### config.mk
export PLATFORM = sky130hd
export DESIGN_NAME = muldiv_unit
export DESIGN_NICKNAME = d
export VERILOG_FILES = /design/src/rtl/muldiv_pkg.sv /design/src/rtl/muldiv_divider.sv /design/src/rtl/muldiv_unit.sv
export SDC_FILE = /design/constraint.sdc
export NUM_CORES = 2
export LEC_CHECK = 0
export CAP_MARGIN = 20
export CORE_MARGIN = 1.5
export CORE_UTILIZATION = 60
export CTS_CLUSTER_SIZE = 30
export DETAILED_ROUTE_END_ITERATION = 12
export DONT_BUFFER_PORTS = 1
export PLACE_DENSITY = 0.72
export SETUP_SLACK_MARGIN = 0.1
export SLEW_MARGIN = 10
export SYNTH_ARGS = -nofsm -noshare
export SYNTH_HDL_FRONTEND = slang
export SYNTH_SLANG_ARGS = --single-unit
### constraint.sdc
create_clock -name clock -period 27.2 [get_ports clock]
set_input_delay 1.36 -clock clock [delete_from_list [all_inputs] [get_ports clock]]
set_output_delay 1.36 -clock clock [all_outputs]
set_load 0.1 [all_outputs]
### src/rtl/muldiv_pkg.sv
// Shared opcode, state and sizing definitions for the EX-stage multiply/divide unit.
package muldiv_pkg;

    localparam int MD_DATA_WIDTH = 32;
    localparam int MD_MUL_CYCLES = 2;

    localparam logic [3:0] MD_NONE  = 4'd0;
    localparam logic [3:0] MD_MULT  = 4'd1;
    localparam logic [3:0] MD_MULTU = 4'd2;
    localparam logic [3:0] MD_DIV   = 4'd3;
    localparam logic [3:0] MD_DIVU  = 4'd4;
    localparam logic [3:0] MD_MADD  = 4'd5;
    localparam logic [3:0] MD_MADDU = 4'd6;
    localparam logic [3:0] MD_MSUB  = 4'd7;
    localparam logic [3:0] MD_MSUBU = 4'd8;
    localparam logic [3:0] MD_MTHI  = 4'd9;
    localparam logic [3:0] MD_MTLO  = 4'd10;
    localparam logic [3:0] MD_MFHI  = 4'd11;
    localparam logic [3:0] MD_MFLO  = 4'd12;

    typedef enum logic [1:0] {
        ST_IDLE,
        ST_MUL,
        ST_DIV,
        ST_DIV_FIX
    } md_state_e;

endpackage

### src/rtl/muldiv_divider.sv
// Iterative unsigned restoring divider, one quotient bit per cycle.
// Latency: start edge loads, W step cycles, done high the cycle after the last step.
// Backpressure: none; start restarts the divider unconditionally.
module muldiv_divider
    import muldiv_pkg::*;
#(
    parameter int W = MD_DATA_WIDTH
) (
    input  logic         clock,
    input  logic         reset_n,
    input  logic         start,
    input  logic [W-1:0] dividend,
    input  logic [W-1:0] divisor,
    output logic         done,
    output logic [W-1:0] quotient,
    output logic [W-1:0] remainder
);

    localparam int CW = $clog2(W + 1);

    logic [W-1:0]  rem_q, rem_d, quo_q, quo_d, dvs_q, dvs_d;
    logic [CW-1:0] cnt_q, cnt_d;
    logic          done_q, done_d;
    logic [W:0]    shifted;
    logic          ge;

    always_comb begin
        // Dividend bits stream out of the quotient register's MSB into the partial remainder.
        shifted = {rem_q, quo_q[W-1]};
        ge      = shifted >= {1'b0, dvs_q};
        rem_d   = rem_q;
        quo_d   = quo_q;
        dvs_d   = dvs_q;
        cnt_d   = cnt_q;
        done_d  = 1'b0;
        if (start) begin
            rem_d = '0;
            quo_d = dividend;
            dvs_d = divisor;
            cnt_d = CW'(W);
        end else if (cnt_q != '0) begin
            rem_d  = ge ? W'(shifted - {1'b0, dvs_q}) : shifted[W-1:0];
            quo_d  = {quo_q[W-2:0], ge};
            cnt_d  = cnt_q - CW'(1);
            done_d = (cnt_q == CW'(1));
        end
    end

    always_ff @(posedge clock) begin
        if (!reset_n) begin
            rem_q  <= '0;
            quo_q  <= '0;
            dvs_q  <= '0;
            cnt_q  <= '0;
            done_q <= 1'b0;
        end else begin
            rem_q  <= rem_d;
            quo_q  <= quo_d;
            dvs_q  <= dvs_d;
            cnt_q  <= cnt_d;
            done_q <= done_d;
        end
    end

    assign done      = done_q;
    assign quotient  = quo_q;
    assign remainder = rem_q;

endmodule

### src/rtl/muldiv_unit.sv
// Multi-cycle multiply/divide unit owning HI/LO; MTHI/MTLO write at issue.
// Latency: multiply class MUL_CYCLES busy cycles, divide class 33 busy cycles.
// Backpressure: ALU_Stall holds EX while busy; Hold/Flush only block issue.
module muldiv_unit
    import muldiv_pkg::*;
#(
    parameter int DATA_WIDTH = MD_DATA_WIDTH,
    parameter int MUL_CYCLES = MD_MUL_CYCLES
) (
    input  logic                  clock,
    input  logic                  reset_n,
    input  logic [3:0]            Op,
    input  logic                  Hold,
    input  logic                  Flush,
    input  logic [DATA_WIDTH-1:0] Rs_Data,
    input  logic [DATA_WIDTH-1:0] Rt_Data,
    output logic [DATA_WIDTH-1:0] HI,
    output logic [DATA_WIDTH-1:0] LO,
    output logic                  ALU_Stall,
    output logic                  Busy
);

    localparam int W       = DATA_WIDTH;
    localparam int CNT_MAX = (MUL_CYCLES > W) ? MUL_CYCLES : W;
    localparam int CNT_W   = $clog2(CNT_MAX + 1);

    md_state_e        state_q, state_d;
    logic [CNT_W-1:0] cnt_q, cnt_d;
    logic [W-1:0]     hi_q, hi_d, lo_q, lo_d, rs_q, rs_d, rt_q, rt_d;
    logic [3:0]       op_q, op_d;

    logic             op_vld, op_any, issue, div_signed, mul_signed;
    logic             div_start, div_done;
    logic [W-1:0]     rs_mag, rt_mag, div_quo, div_rem, quo_fix, rem_fix;
    logic [2*W-1:0]   mul_a, mul_b, mul_prod, mul_res;

    assign op_vld    = (Op >= MD_MULT) && (Op <= MD_MTLO);
    assign op_any    = (Op >= MD_MULT) && (Op <= MD_MFLO);
    assign Busy      = (state_q != ST_IDLE);
    assign ALU_Stall = Busy && op_any;
    assign issue     = (state_q == ST_IDLE) && op_vld && !Hold && !Flush;

    // Divider sees magnitudes only; signs are reapplied in DIV_FIX.
    assign div_signed = (Op == MD_DIV);
    assign rs_mag     = (div_signed && Rs_Data[W-1]) ? -Rs_Data : Rs_Data;
    assign rt_mag     = (div_signed && Rt_Data[W-1]) ? -Rt_Data : Rt_Data;

    assign mul_signed = (op_q == MD_MULT) || (op_q == MD_MADD) || (op_q == MD_MSUB);
    assign mul_a      = mul_signed ? {{W{rs_q[W-1]}}, rs_q} : {{W{1'b0}}, rs_q};
    assign mul_b      = mul_signed ? {{W{rt_q[W-1]}}, rt_q} : {{W{1'b0}}, rt_q};
    assign mul_prod   = mul_a * mul_b;

    always_comb begin
        case (op_q)
            MD_MADD, MD_MADDU: mul_res = {hi_q, lo_q} + mul_prod;
            MD_MSUB, MD_MSUBU: mul_res = {hi_q, lo_q} - mul_prod;
            default:           mul_res = mul_prod;
        endcase
        quo_fix = div_quo;
        rem_fix = div_rem;
        if (op_q == MD_DIV) begin
            quo_fix = (rs_q[W-1] ^ rt_q[W-1]) ? -div_quo : div_quo;
            rem_fix = rs_q[W-1] ? -div_rem : div_rem;
        end
    end

    always_comb begin
        state_d   = state_q;
        cnt_d     = cnt_q;
        hi_d      = hi_q;
        lo_d      = lo_q;
        op_d      = op_q;
        rs_d      = rs_q;
        rt_d      = rt_q;
        div_start = 1'b0;
        case (state_q)
            ST_IDLE: begin
                if (issue) begin
                    op_d = Op;
                    rs_d = Rs_Data;
                    rt_d = Rt_Data;
                    case (Op)
                        MD_MTHI: hi_d = Rs_Data;
                        MD_MTLO: lo_d = Rs_Data;
                        MD_DIV, MD_DIVU: begin
                            state_d   = ST_DIV;
                            cnt_d     = CNT_W'(W - 1);
                            div_start = 1'b1;
                        end
                        default: begin
                            state_d = ST_MUL;
                            cnt_d   = CNT_W'(MUL_CYCLES - 1);
                        end
                    endcase
                end
            end
            ST_MUL: begin
                if (cnt_q == '0) begin
                    {hi_d, lo_d} = mul_res;
                    state_d      = ST_IDLE;
                end else begin
                    cnt_d = cnt_q - CNT_W'(1);
                end
            end
            ST_DIV: begin
                if (cnt_q == '0) begin
                    state_d = ST_DIV_FIX;
                end else begin
                    cnt_d = cnt_q - CNT_W'(1);
                end
            end
            default: begin
                // Zero divisor bypasses the divider result so HI keeps the raw dividend.
                if (div_done) begin
                    if (rt_q == '0) begin
                        hi_d = rs_q;
                        lo_d = '1;
                    end else begin
                        hi_d = rem_fix;
                        lo_d = quo_fix;
                    end
                end
                state_d = ST_IDLE;
            end
        endcase
    end

    always_ff @(posedge clock) begin
        if (!reset_n) begin
            state_q <= ST_IDLE;
            cnt_q   <= '0;
            hi_q    <= '0;
            lo_q    <= '0;
            op_q    <= MD_NONE;
            rs_q    <= '0;
            rt_q    <= '0;
        end else begin
            state_q <= state_d;
            cnt_q   <= cnt_d;
            hi_q    <= hi_d;
            lo_q    <= lo_d;
            op_q    <= op_d;
            rs_q    <= rs_d;
            rt_q    <= rt_d;
        end
    end

    muldiv_divider #(.W(W)) u_divider (
        .clock     (clock),
        .reset_n   (reset_n),
        .start     (div_start),
        .dividend  (rs_mag),
        .divisor   (rt_mag),
        .done      (div_done),
        .quotient  (div_quo),
        .remainder (div_rem)
    );

    assign HI = hi_q;
    assign LO = lo_q;

endmodule

==> results.txt <==
Headroom to the max-slew limit came out at 20.3%. The worst-case hold slack came out at 0.454 ns. Measured along the y axis, the die boundary spans 342 µm. The overall die width is 342 µm. Net switching is 58.5% of the power. The number of global-route vias before repair came to 58700. Counting both buffers and inverters, the worst setup path holds a total of 7.

The ratio of routed vias to standard cells came out at 6.03. The number of optimization iterations in the first detailed-route pass came out at 6. The run finished with clean final reports. The most numerous cell type found on the critical path is fa_1. The worst-skew pair later-pin latency is 0.61 ns.

The count of boundary I/O pins came out at 138. The initial core utilization is 60.4%. The area growth from synthesis to layout is 3.32%.

The hold buffer count at cts is 0. At the pin with the least slew margin, the transition time is 1.19 ns. Setup repair after global routing left no endpoint under its margin.

Among all stages on the critical path, the largest delay is contributed by fa_1. The global-route usage over all layers is 39.4%. The average cell area after synthesis is 8.42 µm².

The initial antenna violation count came out at 10. The final total power is 3720 µW. The maximum operating frequency came out at 68.6 MHz. The final worst-path cycle share is 53.6%. The number of CTS-inserted buffers is 31.

In this run the cell area of the synthesized design comes to 0.0688 mm². The total via count in the routed design is 56800. The final non-filler cell total came out at 9428. TritonCTS built the clock tree. The startpoint of the lowest-slack register-to-register path is op_q[0]. The cell count after placement is 9361. The combinational power share is 72.1%. The placed wire-length estimate is 181000 µm. In this run the power density over the cells is 52.2 mW/mm².

The proportion of register bits with asynchronous set or reset after synthesis came out at 0%. The data arrival time of the critical path came out at 15.04 ns. Yosys printed 0 warnings.

Entering global routing, the biggest net connects 93 pins. In this run the worst setup path begins at op_q[0]. The wire length of the first global-routing pass is 349000 µm. The net switching power came out at 2170 µW. The number of nets in the synthesized netlist is 10100. Counting along the longest clock path gives a buffer depth of 3. The dominant cell type by area after synthesis is fa_1. The capture instance of the worst register-to-register path is HI[31]. Registers are responsible for 16.7% of the overall power. The violation count after the first detailed-routing iteration came out at 5708. The total leakage power is 0.0351 µW. CTS placed an instance of clkbuf_16 at the clock tree root. The max-slew violation count came to 0. The level count of the clock H-tree is 1. The termination of the worst setup path is HI[31]. For the worst setup path, the data required time is 27.67 ns. The floorplan has 124 rows.

In this run, synthesis inferred 0 flip-flops with an integrated enable. By area the synthesized netlist is led by fa_1 (41%), inv_1 (9.1%), ha_1 (7.5%), dfxtp_1 (7.1%), nand2_1 (6.5%). The path length in cells of the critical path came out at 47. The residual DRC count came out at 0.

The die covers 0.117 mm². Among all flip-flop cells after synthesis, the most frequent one is dfxtp_1. The post-detailed-route wirelength per cell came out at 23.9 µm. The count of cells resized by post-cts repair came out at 0. The count of antenna-violating nets left after detailed routing came out at 0. The biggest fanout along the worst timing path came out at 26.

The share of total power in the clock network is 11.1%. The total negative slack came out at 0 ns. The instance count of the mapped netlist is 8172. The worst setup path is of the register to register kind.

The area share of the largest cell type after synthesis came out at 41.5%. The kind of end point of the critical path is a register. The path class of the tightest hold or removal check is register to register. STA classifies the critical path startpoint as a register. In this run the register-to-register setup slack is 12.62 ns. Summing the sequential cell areas from Yosys gives 7.07% of the chip area. Yosys mapped the design onto 100 distinct sky130hd cell types. The total area inside the core boundary comes to 0.114 mm².

The reported max-cap violation count came out at 0. Routability-driven placement finished with a final weighted congestion of 1.01. The worst reg-to-reg path cell count is 47.

The final setup violation count came out at 0. Counting flops and latches in the post-synthesis netlist gives 243. Post-CTS timing repair inserted 0 buffers for setup. Broken down by cell family, the worst path's largest delay share belongs to adder cells. The post-route minimum period came out at 14.58 ns. The count of nets after finishing is 9797.

The share of layout cells above drive strength 1 is 3.63%. The internal power is 1540 µW. The total overflow left after global routing is 0. The post-detailed-routing wire length is 225000 µm.

The clock transition at the register clock pins on the worst setup and hold paths after CTS is 0.06 ns. Across the VDD grid, the largest voltage drop is 0.000123 V. For this design, the sink count on the clock tree is 243.

The total count of hold-check failures in the final report came out at 0. The worst clock skew came out at 0.0279 ns. The highest cell delay on the worst timing path came out at 0.57 ns. The number of port buffers came out at 0.

The final core utilization came out at 62.4%.
## metal layers
layer / track usage, % / up-vias / share of wire, %
met5: 0 / - / 0.018
met4: 15.8 / 6 / 4.6
met3: 7.36 / 567 / 9.8
met2: 61.8 / 2793 / 45
met1: 54.2 / 28700 / 40
li1: - / 24700 / -
## cell usage after synthesis, drive strengths merged (30+ instances only)
cell,number
o31ai,31
ha,410
o21a,31
nand4,37
xnor2,224
a21oi,350
a31oi,40
mux2i,34
nor3,89
xor2,132
nand2b,39
a221oi,47
a311oi,40
fa,1426
and2,353
a211oi,65
o21ai,319
dfxtp,243
and3,57
clkbuf,417
nor4,38
nand2,1201
o211ai,30
nand3,95
inv,1671
a21o,101
buf,45
nor2,313
## sequential cells by signal, indices dropped and copies added (netlist names)
register             count
u_divider.dvs_q         32
u_divider.done           1
u_divider.cnt_q          6
LO                      32
rs_q                    32
u_divider.quotient      32
HI                      32
cnt_q                    6
rt_q                    32
state_q                  2
op_q                     4
u_divider.remainder     32
## cells by family (layout without fill, tap and decap cells)
group,Yosys count,count (layout),share of synthesized area (%)
AO/OA/AOI/OAI,1215,1215,11.3
buffers and inverters,2135,1875,11.8
XOR/XNOR,356,356,4.53
other,0,4,0
AND/OR/NAND/NOR,2346,2346,15.8
multiplexers,37,37,0.544
adder cells (fa/ha/maj),1840,1840,49.0
flip-flops,243,243,7.07
## worst min path at each step
stage / startpoint / end / depth (start not counted) / slack [ns]
after floorplan: u_divider.dvs_q[22] / u_divider.dvs_q[22] / 2 / 0.43
after global placement: rt_q[8] / rt_q[8] / 2 / 0.44
after detailed placement: rt_q[27] / rt_q[27] / 2 / 0.45
after CTS: u_divider.dvs_q[22] / u_divider.dvs_q[22] / 2 / 0.45
after global routing: rt_q[23] / rt_q[23] / 2 / 0.47
final: rt_q[3] / rt_q[3] / 2 / 0.45
## power by group through the flow
stage          clock, µW  sequential, µW  combinational, µW
2_1_floorplan          0             752               1760
3_3_place_gp           0             636               2570
3_5_place_dp           0             638               2560
4_1_cts              413             631               2580
5_1_grt              429             625               2880
6_report             414             621               2680
## stage by stage
step / instance area [µm²] / setup slack [ns]
after floorplan: 68800 / 14.75
after global placement: 70000 / 13.14
after detailed placement: 70000 / 12.88
after CTS: 71000 / 12.79
after global routing: 71100 / 11.96
final: 71100 / 12.62
## cell usage in the layout (no fill, tap or decap), types with 24 or more instances in the layout
cell,Yosys,final
inv_1,1670,1670
fa_1,1426,1426
nand2_1,1201,1201
ha_1,410,408
and2_1,350,350
a21oi_1,349,347
nor2_1,313,308
o21ai_0,304,304
dfxtp_1,243,236
xnor2_1,224,224
buf_4,6,140
xor2_1,132,132
a21o_1,101,101
nand3_1,93,91
nor3_1,84,83
a211oi_1,65,65
and3_1,56,55
a221oi_1,46,46
a311oi_1,40,40
a31oi_1,40,39
nand2b_1,39,39
nand4_1,37,37
nor4_1,37,36
mux2i_1,34,34
o21a_1,31,31
o31ai_1,31,31
clkbuf_16,0,31
o211ai_1,29,29
or3_1,28,28
o21bai_1,24,24
## tightest hold or removal path, cell delays in order (launching register included)
cell	delay [ns]
dfxtp_1	0.31
nand2_1	0.05
a21oi_1	0.05
## final cells by class
class / count / area, µm²
Antenna cell: 4 / 10.0
Clock buffer: 43 / 901
Clock inverter: 13 / 92.6
Fill cell: 10000 / 42900
Inverter: 1672 / 6280
Multi-Input combinational cell: 5794 / 55900
Sequential cell: 243 / 4870
Tap cell: 1512 / 1890
Timing Repair Buffer: 147 / 1140
Note: power is estimated with default switching activity, not from simulation.
